## config.mk

```make
export PLATFORM = sky130hd
export DESIGN_NAME = prog_counter
export DESIGN_NICKNAME = d
export VERILOG_FILES = /design/src/rtl/counter_pkg.sv /design/src/rtl/tick_prescaler.sv /design/src/rtl/prog_counter.sv
export SDC_FILE = /design/constraint.sdc
export NUM_CORES = 1
export LEC_CHECK = 0
export ABC_CLOCK_PERIOD_IN_PS = 2800
export CORE_MARGIN = 2
export CORE_UTILIZATION = 48
export DETAILED_ROUTE_END_ITERATION = 12
export GPL_ROUTABILITY_DRIVEN = 0
export PLACE_DENSITY = 0.8
export REMOVE_ABC_BUFFERS = 1
export SYNTH_ARGS = -nofsm -noshare
export SYNTH_HDL_FRONTEND = slang
export SYNTH_HIERARCHICAL = 1
export SYNTH_SLANG_ARGS = --single-unit
```

## constraint.sdc

```tcl
create_clock -name clk -period 2.8 [get_ports clk]
set_input_delay 0.42 -clock clk [delete_from_list [all_inputs] [get_ports clk]]
set_output_delay 0.42 -clock clk [all_outputs]
set_load 0.01 [all_outputs]
```

## src/rtl/counter_pkg.sv

```systemverilog
// Shared types for the programmable counter: count modes and one-shot FSM states.
// Latency: n/a (types and helpers only).
// Backpressure: n/a.
package counter_pkg;

    // Terminal behaviour; encoding 3 is reserved and behaves as CNT_WRAP.
    typedef enum logic [1:0] {
        CNT_WRAP    = 2'd0,
        CNT_SAT     = 2'd1,
        CNT_ONESHOT = 2'd2,
        CNT_RSVD    = 2'd3
    } count_mode_t;

    // One-shot control FSM; wrap and saturate modes leave it parked in IDLE.
    typedef enum logic [1:0] {
        IDLE = 2'd0,
        RUN  = 2'd1,
        DONE = 2'd2
    } cnt_state_t;

    // Fold the reserved encoding onto wrap so the datapath only sees three modes.
    function automatic count_mode_t effective_mode(input logic [1:0] raw);
        count_mode_t m;
        m = count_mode_t'(raw);
        if (m == CNT_RSVD) begin
            m = CNT_WRAP;
        end
        return m;
    endfunction

endpackage

```

## src/rtl/tick_prescaler.sv

```systemverilog
// Enable-gated divider: asserts tick on one of every prescale+1 enabled cycles.
// Latency: tick is combinational from the divider register and the enable input.
// Backpressure: none; enable low freezes the divider, restart zeroes it.
module tick_prescaler #(
    parameter int PRESCALE_W = 8
) (
    input  logic                  clk,
    input  logic                  reset_n,
    input  logic                  enable,
    input  logic                  restart,
    input  logic [PRESCALE_W-1:0] prescale,
    output logic                  tick
);

    localparam logic [PRESCALE_W-1:0] PRE_ONE = {{(PRESCALE_W-1){1'b0}}, 1'b1};

    logic [PRESCALE_W-1:0] div_q;
    logic [PRESCALE_W-1:0] div_d;

    // A tick fires on the enabled cycle where the divider has reached the programmed value.
    assign tick = enable && (div_q == prescale);

    // Divider next state: restart wins, otherwise wrap on tick or advance while enabled.
    always_comb begin
        div_d = div_q;
        if (restart) begin
            div_d = '0;
        end else if (enable) begin
            if (tick) begin
                div_d = '0;
            end else begin
                div_d = div_q + PRE_ONE;
            end
        end
    end

    // Divider register.
    always_ff @(posedge clk or negedge reset_n) begin
        if (!reset_n) begin
            div_q <= '0;
        end else begin
            div_q <= div_d;
        end
    end

endmodule

```

## src/rtl/prog_counter.sv

```systemverilog
// Prescaled up/down counter with programmable limit and wrap/saturate/one-shot terminal behaviour.
// Latency: a step appears on counter_output one cycle after its tick edge; tc aligns with that value.
// Backpressure: none; enable low holds prescaler and count, clear > load > step each cycle.
module prog_counter
    import counter_pkg::*;
#(
    parameter int                  WIDTH       = 8,
    parameter int                  PRESCALE_W  = 8,
    parameter logic [WIDTH-1:0]    RESET_VALUE = '0
) (
    input  logic                  clk,
    input  logic                  reset_n,
    input  logic                  enable,
    input  logic                  clear,
    input  logic                  load,
    input  logic [WIDTH-1:0]      load_value,
    input  logic [WIDTH-1:0]      limit,
    input  logic                  dir,
    input  logic [1:0]            mode,
    input  logic [PRESCALE_W-1:0] prescale,
    output logic [WIDTH-1:0]      counter_output,
    output logic                  tc,
    output logic                  done,
    output logic                  running
);

    localparam logic [WIDTH-1:0] CNT_ONE = {{(WIDTH-1){1'b0}}, 1'b1};

    logic [WIDTH-1:0] count_q;
    logic [WIDTH-1:0] count_d;
    cnt_state_t       state_q;
    cnt_state_t       state_d;
    logic             tc_q;
    logic             tc_d;
    logic             done_q;
    logic             done_d;

    count_mode_t      mode_e;
    logic             tick;
    logic             step;
    logic             terminal;

    // Any clear or load realigns the divider so the next step is a full period away.
    tick_prescaler #(
        .PRESCALE_W (PRESCALE_W)
    ) u_prescaler (
        .clk      (clk),
        .reset_n  (reset_n),
        .enable   (enable),
        .restart  (clear | load),
        .prescale (prescale),
        .tick     (tick)
    );

    // Decode the mode, the terminal condition and whether this tick is allowed to step.
    always_comb begin
        mode_e   = effective_mode(mode);
        // Up-count treats anything at or above limit as terminal, covering loads past it
        // and a limit lowered beneath the current count.
        terminal = dir ? (count_q >= limit) : (count_q == '0);
        step     = tick && ((mode_e != CNT_ONESHOT) || (state_q == RUN));
    end

    // Next-state for count, FSM, tc and done with clear > load > step priority.
    always_comb begin
        count_d = count_q;
        state_d = state_q;
        tc_d    = 1'b0;
        done_d  = done_q;
        if (clear) begin
            count_d = '0;
            state_d = IDLE;
            done_d  = 1'b0;
        end else if (load) begin
            count_d = load_value;
            if (mode_e == CNT_ONESHOT) begin
                state_d = RUN;
                done_d  = 1'b0;
            end
        end else if (step) begin
            if (!terminal) begin
                count_d = dir ? (count_q + CNT_ONE) : (count_q - CNT_ONE);
            end else begin
                tc_d = 1'b1;
                case (mode_e)
                    CNT_SAT: begin
                        count_d = count_q;
                    end
                    CNT_ONESHOT: begin
                        // Count holds; leaving RUN stops further steps, so tc fires once.
                        count_d = count_q;
                        state_d = DONE;
                        done_d  = 1'b1;
                    end
                    default: begin
                        count_d = dir ? '0 : limit;
                    end
                endcase
            end
        end
    end

    // State registers; reset discards any count or one-shot in progress.
    always_ff @(posedge clk or negedge reset_n) begin
        if (!reset_n) begin
            count_q <= RESET_VALUE;
            state_q <= IDLE;
            tc_q    <= 1'b0;
            done_q  <= 1'b0;
        end else begin
            count_q <= count_d;
            state_q <= state_d;
            tc_q    <= tc_d;
            done_q  <= done_d;
        end
    end

    assign counter_output = count_q;
    assign tc             = tc_q;
    assign done           = done_q;
    assign running        = (state_q == RUN);

endmodule

```

==> metrics.txt <==
status=finished clean; Tot Pwr=804 µW; Worst-Margin Slew=just under 0.9 ns; nets=roughly 290; R2R Path End=counter_output[7]$_DFFE_PN0P_; reg2reg start=counter_output[4]$_DFFE_PN0P_; minimum clock period=2.61 ns; Finish-stage setup viols=0; top-count cell post-synth=nor2_1; Setup CP Type=primary input to flop; Diodes inserted=0; Post-synth EDFFs=0; Post-CTS Setup Inserts=0; CTS Buffer Depth=2; Data required, critical path=3.04 ns; final hold vios=0; post-synth top area cell=dfrtp_1; DIE WIDTH=~62 µm; Yosys cell types=41; Max Fclk=383 MHz; Post-synth top cells=23 x nor2_1, 19 x dfrtp_1, 19 x inv_1, 16 x a21oi_1, 16 x ha_1; vias in the first global route=1,432; leakage power=1.01 nW; Filler cells=264; CTS sink cnt=19; WP data arrival=approximately 2.9 ns; Layout Skew=around 0.0084 ns; Async SR Flop Fraction=100%; First-pass DRT Iterations=6; critical path fanouts, max=5; Synth Register Bits=19; GRT overflow=0; Slew Limit Fails=0; Combinational Power Share=41.8%; cell count after synthesis=184; I/O Buffers=42; Rows=20; root buf cell=clkbuf_4; WL/cell=14.0 µm; CTS Hold Buffers Added=0; RSZ-0062 raised after global routing=no; R2R setup slack=approximately 0.42 ns; Slew HR=42.1%; DP Worst Slack=-0.115 ns; commonest register cell after synthesis=dfrtp_1; die area=3790 µm²; Via Count=1,567; Iter 0 DRT Violations=~110; Worst Setup SP=dir; Sequential cell area=between 400 and 500 µm²; Setup crit end=counter_output[7]$_DFFE_PN0P_; Tcrit/Tclk final=between 90% and 100%; fin cells=286; Post-Syn Area per Cell=8.65 µm²; largest net degree at the start of global routing=20; Die Y-Extent=61.6 µm; Flop pwr share=about two fifths; hold crit path type=primary input to asynchronous set/reset pin; clock power share=18.4%; CTS Buf Count=3; Synth top area share=approximately 30%; number of H-tree levels=1; yosys warns=6; core area=between 3000 and 4000 µm²; Synth Cell Area=1590 µm²; Post-DP HPWL=3.15 mm; Critical Path End Type=flop; final antenna-violating net count=0; P_int=529 µW; Seq/Total Area, Yosys=29.9%; Starting Density=51.3%; first-pass GRT wire length=around 6.6 mm; I/O pins=43; initial antenna violation count=0; CTS tree=done; worst-skew pair later-pin latency=slightly above 0.3 ns; post_cts resized=0; fin worst setup slack=between 0.15 and 0.2 ns; Avg Vias per Cell=5.48; share of post-route cells with drive strength above 1=under 10%; Total GRT Usage=a little under a quarter; Switching Fraction=34.2%; total wire length=between 3 and 4 mm; Worst R2R Path Depth=8; area taken by multi-input logic gates=1030 µm²; crit start category=primary input; # DRC=0; sw power=between 200 and 300 µW; Clock transition at path regs=0.13 ns; Cells after DPL=around 280; Cell Pwr Density=367 nW/µm²; P&R area growth vs syn=37.7%; peak supply drop=0.187 mV; max cap viols=0; synth top area cells=dfrtp_1 30%, ha_1 13%, xor2_1 5.5%
[state kept, by name (all words and copies together), names as in the netlist]
signal             count
counter_output         8
state_q                2
u_prescaler/div_q      8
tc                     1
[metal layers]
metal / global-route usage [%] / wire (µm)
met1: 34.0 / 1790
met2: 37.0 / 1810
met3: 2.52 / 379
met4: 5.47 / 23
met5: 0 / 0
[cells by family after synthesis]
group | after synthesis | synth area share [%]
compound gates | 43 | 20.0
xor+xnor | 16 | 8.80
fa+ha+maj | 17 | 13.8
buf+inv | 22 | 5.50
flops | 19 | 29.9
mux | 1 | 0.629
simple gates | 66 | 21.4
[area by class of cell]
class / instances / share of cell area, %
timing repair buffer: 57 / 24.3
clock inverter: 1 / 0.228
inverter: 19 / 3.26
clock buffer: 3 / 1.03
multi-input combinational: 143 / 46.9
sequential: 19 / 21.7
tap: 44 / 2.51
[worst min path at each step]
stage | start | end | slack (ns) | cells past startpoint
2_1_floorplan | reset_n | counter_output[0]$_DFFE_PN0P_ | 0.12 | 0
3_3_place_gp | state_q[1]$_DFFE_PN0P_ | state_q[1]$_DFFE_PN0P_ | 0.54 | 2
3_5_place_dp | state_q[1]$_DFFE_PN0P_ | state_q[1]$_DFFE_PN0P_ | 0.57 | 2
4_1_cts | state_q[1]$_DFFE_PN0P_ | state_q[1]$_DFFE_PN0P_ | 0.60 | 2
5_1_grt | reset_n | u_prescaler/div_q[0]$_DFFE_PN0P_ | 0.65 | 1
6_report | reset_n | counter_output[6]$_DFFE_PN0P_ | 0.59 | 1
[metrics by stage]
stage | util (%) | setup TNS [ns] | instance area [µm²] | hold WS, ns
2_1_floorplan | - | 0 | 1580 | 0.124
3_3_place_gp | 69.7 | -0.0519 | 2160 | 0.543
3_5_place_dp | 69.7 | -0.131 | 2160 | 0.569
4_1_cts | 70.6 | 0 | 2190 | 0.597
5_1_grt | 70.6 | 0 | 2190 | 0.646
6_report | 70.6 | 0 | 2190 | 0.592
[worst max-delay path, stage by stage]
cell             delay (ns)
clkdlybuf4s50_1        0.48
inv_1                  0.10
ha_1                   0.33
and3_1                 0.20
a221o_1                0.34
nor4_1                 0.18
nor3_1                 0.11
xnor2_1                0.14
or4b_1                 0.46
nand3_1                0.09
[power by group through the flow]
stage	registers, mW	logic (mW)	clock network [mW]
finish	0.320	0.336	0.148
global route	0.323	0.375	0.171
CTS	0.319	0.336	0.150
detailed placement	0.324	0.335	0
global placement	0.323	0.324	0
floorplan	0.324	0.177	0
[placed cells by master, fill, tap and decap left out, types with 7 or more instances in the layout]
| cell | n |
|---|---|
| nand3_1 | 7 |
| xor2_1 | 10 |
| nor2_1 | 23 |
| ha_1 | 16 |
| a21oi_1 | 16 |
| inv_1 | 19 |
| clkdlybuf4s50_1 | 42 |
| buf_4 | 15 |
| nand2_1 | 8 |
| dfrtp_1 | 19 |
No activity file was read; power rests on OpenSTA's default activity.
